--- config.mk ---
export PLATFORM = sky130hd
export DESIGN_NAME = bcd_updown_counter
export DESIGN_NICKNAME = d
export VERILOG_FILES = /design/src/rtl/bcd_updown_counter.sv
export SDC_FILE = /design/constraint.sdc
export NUM_CORES = 1
export LEC_CHECK = 0
export BUFFER_PORTS_ARGS = -buffer_cell sky130_fd_sc_hd__clkbuf_2
export CAP_MARGIN = 30
export CORE_MARGIN = 1.5
export CORE_UTILIZATION = 49
export CTS_CLUSTER_SIZE = 30
export DETAILED_ROUTE_END_ITERATION = 10
export PLACE_DENSITY = 0.86
export SLEW_MARGIN = 0
export SYNTH_ARGS = -nofsm -noshare
export SYNTH_HDL_FRONTEND = slang
export SYNTH_SLANG_ARGS = --single-unit
--- constraint.sdc ---
create_clock -name clk -period 2.4 [get_ports clk]
set_input_delay 0.36 -clock clk [delete_from_list [all_inputs] [get_ports clk]]
set_output_delay 0.36 -clock clk [all_outputs]
set_load 0.005 [all_outputs]
--- src/rtl/bcd_updown_counter.sv ---
// ---------------------------------------------------------------------------
// bcd_updown_counter
//   Multi-digit packed-BCD counter with a programmable terminal value,
//   up/down direction, count enable, synchronous clear and parallel load.
//   The registered wrap pulse is intended to drive en of a cascaded
//   instance (e.g. seconds -> minutes -> hours).
//
//   Optional build macro: BCD_COUNTER_SAT_EN
//     defined   : saturating mode. An up step at/above limit forces
//                 count = limit, and a down step at 0 holds 0. wrap pulses
//                 on every blocked step.
//     undefined : wrap-around mode (up past limit -> 0, down past 0 -> limit).
//
// Parameters
//   DIGITS    number of BCD digits (1..8); count width is 4*DIGITS
//   RESET_VAL reset/clear value, packed BCD
//
// Ports
//   clk       rising-edge clock
//   rst       asynchronous active-high reset
//   clr       synchronous clear to RESET_VAL
//   en        count enable, one step per clock
//   up        1 = increment, 0 = decrement
//   load      synchronous parallel load request
//   load_val  packed BCD load value (digit 0 in [3:0])
//   limit     packed BCD terminal value (modulus-1)
//   count     registered packed BCD count
//   wrap      registered one-cycle pulse on a wrap (or blocked step)
//   at_limit  combinational count == sanitised limit
//   at_zero   combinational count == 0
//   load_err  registered one-cycle pulse when a load is rejected
// ---------------------------------------------------------------------------
module bcd_updown_counter #(
    parameter int                  DIGITS    = 2,
    parameter logic [4*DIGITS-1:0] RESET_VAL = '0
) (
    input  logic                clk,
    input  logic                rst,
    input  logic                clr,
    input  logic                en,
    input  logic                up,
    input  logic                load,
    input  logic [4*DIGITS-1:0] load_val,
    input  logic [4*DIGITS-1:0] limit,
    output logic [4*DIGITS-1:0] count,
    output logic                wrap,
    output logic                at_limit,
    output logic                at_zero,
    output logic                load_err
);

    localparam int W = 4 * DIGITS;

    logic [W-1:0]      lim_s;
    logic [W-1:0]      cnt_inc;
    logic [W-1:0]      cnt_dec;
    logic [DIGITS-1:0] carry;
    logic [DIGITS-1:0] borrow;
    logic [DIGITS-1:0] ld_dig_ok;
    logic              load_ok;

    logic [W-1:0]      next_count;
    logic              next_wrap;
    logic              next_err;

    assign carry[0]  = 1'b1;
    assign borrow[0] = 1'b1;

    // Per-digit datapath: limit sanitising, load-value validity and the
    // ripple increment/decrement chains. The whole ripple settles in one cycle.
    genvar i;
    generate
        for (i = 0; i < DIGITS; i++) begin : g_digit
            logic [3:0] c_d;
            logic [3:0] l_d;
            assign c_d = count[4*i +: 4];
            assign l_d = limit[4*i +: 4];

            assign lim_s[4*i +: 4] = (l_d > 4'd9) ? 4'd9 : l_d;
            assign ld_dig_ok[i]    = (load_val[4*i +: 4] <= 4'd9);

            assign cnt_inc[4*i +: 4] = !carry[i]     ? c_d  :
                                       (c_d == 4'd9) ? 4'd0 : c_d + 4'd1;
            assign cnt_dec[4*i +: 4] = !borrow[i]    ? c_d  :
                                       (c_d == 4'd0) ? 4'd9 : c_d - 4'd1;

            if (i < DIGITS - 1) begin : g_chain
                assign carry[i+1]  = carry[i]  && (c_d == 4'd9);
                assign borrow[i+1] = borrow[i] && (c_d == 4'd0);
            end
        end
    endgenerate

    // Valid packed BCD orders the same as plain binary, so the magnitude
    // compares below can use the packed words directly.
    assign load_ok = (&ld_dig_ok) && (load_val <= lim_s);

    always_comb begin
        next_count = count;
        next_wrap  = 1'b0;
        next_err   = 1'b0;
        if (clr) begin
            next_count = RESET_VAL;
        end else if (load) begin
            if (load_ok) next_count = load_val;
            else         next_err   = 1'b1;
        end else if (en) begin
            if (up) begin
                // >= also catches a limit lowered below the current count
                if (count >= lim_s) begin
`ifdef BCD_COUNTER_SAT_EN
                    next_count = lim_s;
`else
                    next_count = '0;
`endif
                    next_wrap  = 1'b1;
                end else begin
                    next_count = cnt_inc;
                end
            end else begin
                if (count == '0) begin
`ifndef BCD_COUNTER_SAT_EN
                    next_count = lim_s;
`endif
                    next_wrap  = 1'b1;
                end else begin
                    // above-limit counts just decrement; no clamp
                    next_count = cnt_dec;
                end
            end
        end
    end

    always_ff @(posedge clk or posedge rst) begin
        if (rst) begin
            count    <= RESET_VAL;
            wrap     <= 1'b0;
            load_err <= 1'b0;
        end else begin
            count    <= next_count;
            wrap     <= next_wrap;
            load_err <= next_err;
        end
    end

    assign at_limit = (count == lim_s);
    assign at_zero  = (count == '0);

endmodule

==> qor.yml <==
outcome:
  status: "completed"
logic_synthesis:
  synth_top_area_cell: "ha_1"
  synth-edff-count: 0
  syn_area_sq_um: 1410
  yosys-top-cells-area: "ha_1 (20%), dfrtp_1 (18%), nand2_1 (4.8%), o21ai_0 (4.3%), inv_1 (4.3%)"
  ys_types: 48
  avgSynthCellArea_sq_um: 8.13
  seq_area_frac_synth_pct: 17.8
  yosysTopAreaCellShare_pct: 19.6
  syn-num-nets: 217
  synthCells: 173
  ys.flop_type: "dfrtp_1"
  async_flop_share_pct: 100
  synth_seq_cells: 10
  synth_warnings: 0
detailed_routing:
  via_per_inst: 5.90
  drc: 0
  first_pass_iters: 4
  finalWirelength_microns: 3840
  drt-wirelength-per-cell_microns: 14.9
  drt-initial-drc-count: 83
  vias: 1521
  antenna_left: 0
finish:
  final_common_cell: "clkbuf_2"
  area_delta_synth_final_pct: 28.1
  nFillCells: 238
  design_area_sq_um: 1800
  mostFrequentLayoutCells: "clkbuf_2 (33), ha_1 (22), buf_4 (20)"
  final_core_util_pct: 65.9
  nNetsFinal: 272
  antenna-diode-count: 0
  drive_gt1_share_pct: 33.0
die:
  die_height_microns: 56.6
  die_w_microns: 56.6
  dieArea_sq_um: 3200
  rows: 19
  start_util_pct: 51.4
  coreArea_sq_um: 2730
  pin_count: 34
placement:
  io_buffers: 33
  post-dp-hpwl_microns: 3220
  dp_slack_ns: -0.103
  gp_congestion: 0.893
  postPlaceCellArea_sq_um: 1750
timing:
  rsz0062_at_grt: "no"
  setup-violations-final: 0
  fmax_mhz: 441
  fin_crit_ns: 2.27
  worst_pin_slew_ns: 0.502
  hold_ws_ns: 0.0364
  maxSlewHeadroom_pct: 65.7
  fin_crit_sh_pct: 94.4
  hold_viol: 0
  setup_ws_ns: 0.133
  slew_violations: 0
  fin_worst_skew_ns: 0.00715
power_and_ir_drop:
  fin_total_pwr_mw: 0.944
  irDropWorstVdd_v: 0.000449
  power_density_nw_per_um2: 524
  leakage_nw: 0.883
global_routing:
  grt_pass1_wl_microns: 6290
  grt_pass1_vias: 1391
  antenna_found_initial: 0
  grt_overflow: 0
  grt_max_degree: 18
  grtUsageTotal_pct: 24.6
worst_setup_path:
  crit_path_cell_trace: "inv_1, ha_1, nand2b_4, a2111oi_4, o31a_2, buf_4, nand4_1, a221oi_1, mux2_2"
  critPathLaunchType: "flip-flop"
  worst_setup_path_end_kind: "flip-flop"
  cpPeakStageDelay_ns: 0.38
  cp_max_fo: 4
  reg2regPathDepth: 9
  critPathKind: "reg -> reg"
  slowest_stage: "dfrtp_1"
  reg2reg_slack_ns: 0.13
  crit_required_ns: 2.61
  arrival_ns: 2.48
clock_network:
  cts.sinks: 10
  clock_path_buffers: 2
  cts.htree.levels: 1
  cts_tree: "built"
  cts_setup_buffers: 0
  clock_latency_ns: 0.26
  root_buffer: "clkbuf_4"
  clk_pin_slew_ns: 0.07
  numCtsBuffers: 3
min_path:
  min_path_type: "in -> async"
run:
  drv_cap: 0
## path summary, 6_finish.rpt
path,from,to
setup / recovery,count[0],count[1]
hold / removal,rst,count[2]
setup reg to reg,count[0],count[1]
hold reg to reg,count[3],count[3]
max in group asynchronous,rst,count[7]
min in group clk,clr,count[3]
## report_power, final
group	internal (mW)	leakage [nW]	switching, mW
registers	0.193	0.130	0.0278
logic	0.271	0.732	0.302
clock network	0.0920	0.0210	0.0573
## critical path, delay by kind of cell (launching register included)
| kind | cells | cell delay [ns] |
|---|---|---|
| buf+inv | 2 | 0.26 |
| fa+ha+maj | 1 | 0.27 |
| simple gates | 2 | 0.24 |
| compound gates | 3 | 0.84 |
| flops | 1 | 0.38 |
| mux | 1 | 0.21 |
## metal layers
layer | up-vias | track usage, % | wire length, microns
li1 | 767 | - | -
met1 | 697 | 35.5 | 1780
met2 | 51 | 38.9 | 1800
met3 | 6 | 3.23 | 216
met4 | 0 | 5.78 | 46
met5 | - | 0 | 0
## cell usage after synthesis, types with 3 or more instances
| cell type | count |
|---|---|
| a21oi_1 | 11 |
| mux2_2 | 3 |
| nand2b_1 | 5 |
| ha_1 | 22 |
| inv_1 | 16 |
| dfrtp_1 | 10 |
| a221oi_1 | 3 |
| nand3_1 | 3 |
| nand4_1 | 6 |
| a31oi_1 | 3 |
| nand2_1 | 18 |
| nor4_1 | 3 |
| o21a_1 | 3 |
| o21ai_0 | 12 |
| nor2_1 | 13 |
## flip-flops by register name, summed over array words and instances (netlist names)
signal	flops
count	8
wrap	1
load_err	1
## area by class of cell
cell class	instances	area (sq um)	share of cell area, %
Inverter	16	60.1	3.33
Sequential cell	10	250	13.9
Tap cell	31	38.8	2.15
Multi-Input combinational cell	144	1100	61.1
Clock buffer	4	36.3	2.01
Timing Repair Buffer	53	315	17.5
## stage by stage
step                std cells  setup TNS (ns)
CTS                       258               0
global placement          254         -0.0895
global route              258               0
finish                    258               0
detailed placement        254          -0.260
floorplan                 173               0
## cells by family after synthesis
kind of cell	Yosys count	share of synthesized area, %
flops	10	17.8
xor+xnor	2	1.25
fa+ha+maj	22	19.6
buf+inv	19	5.16
simple gates	60	23.0
mux	5	3.83
compound gates	55	29.4
## what timing repair did
| item | 4_1_cts | 5_1_grt |
|---|---|---|
| setup endpoints to repair | 0 | 3 |
| hold buffers | 0 | 0 |
| gates resized for setup | 0 | 4 |
No activity file was read; power rests on OpenSTA's default activity.
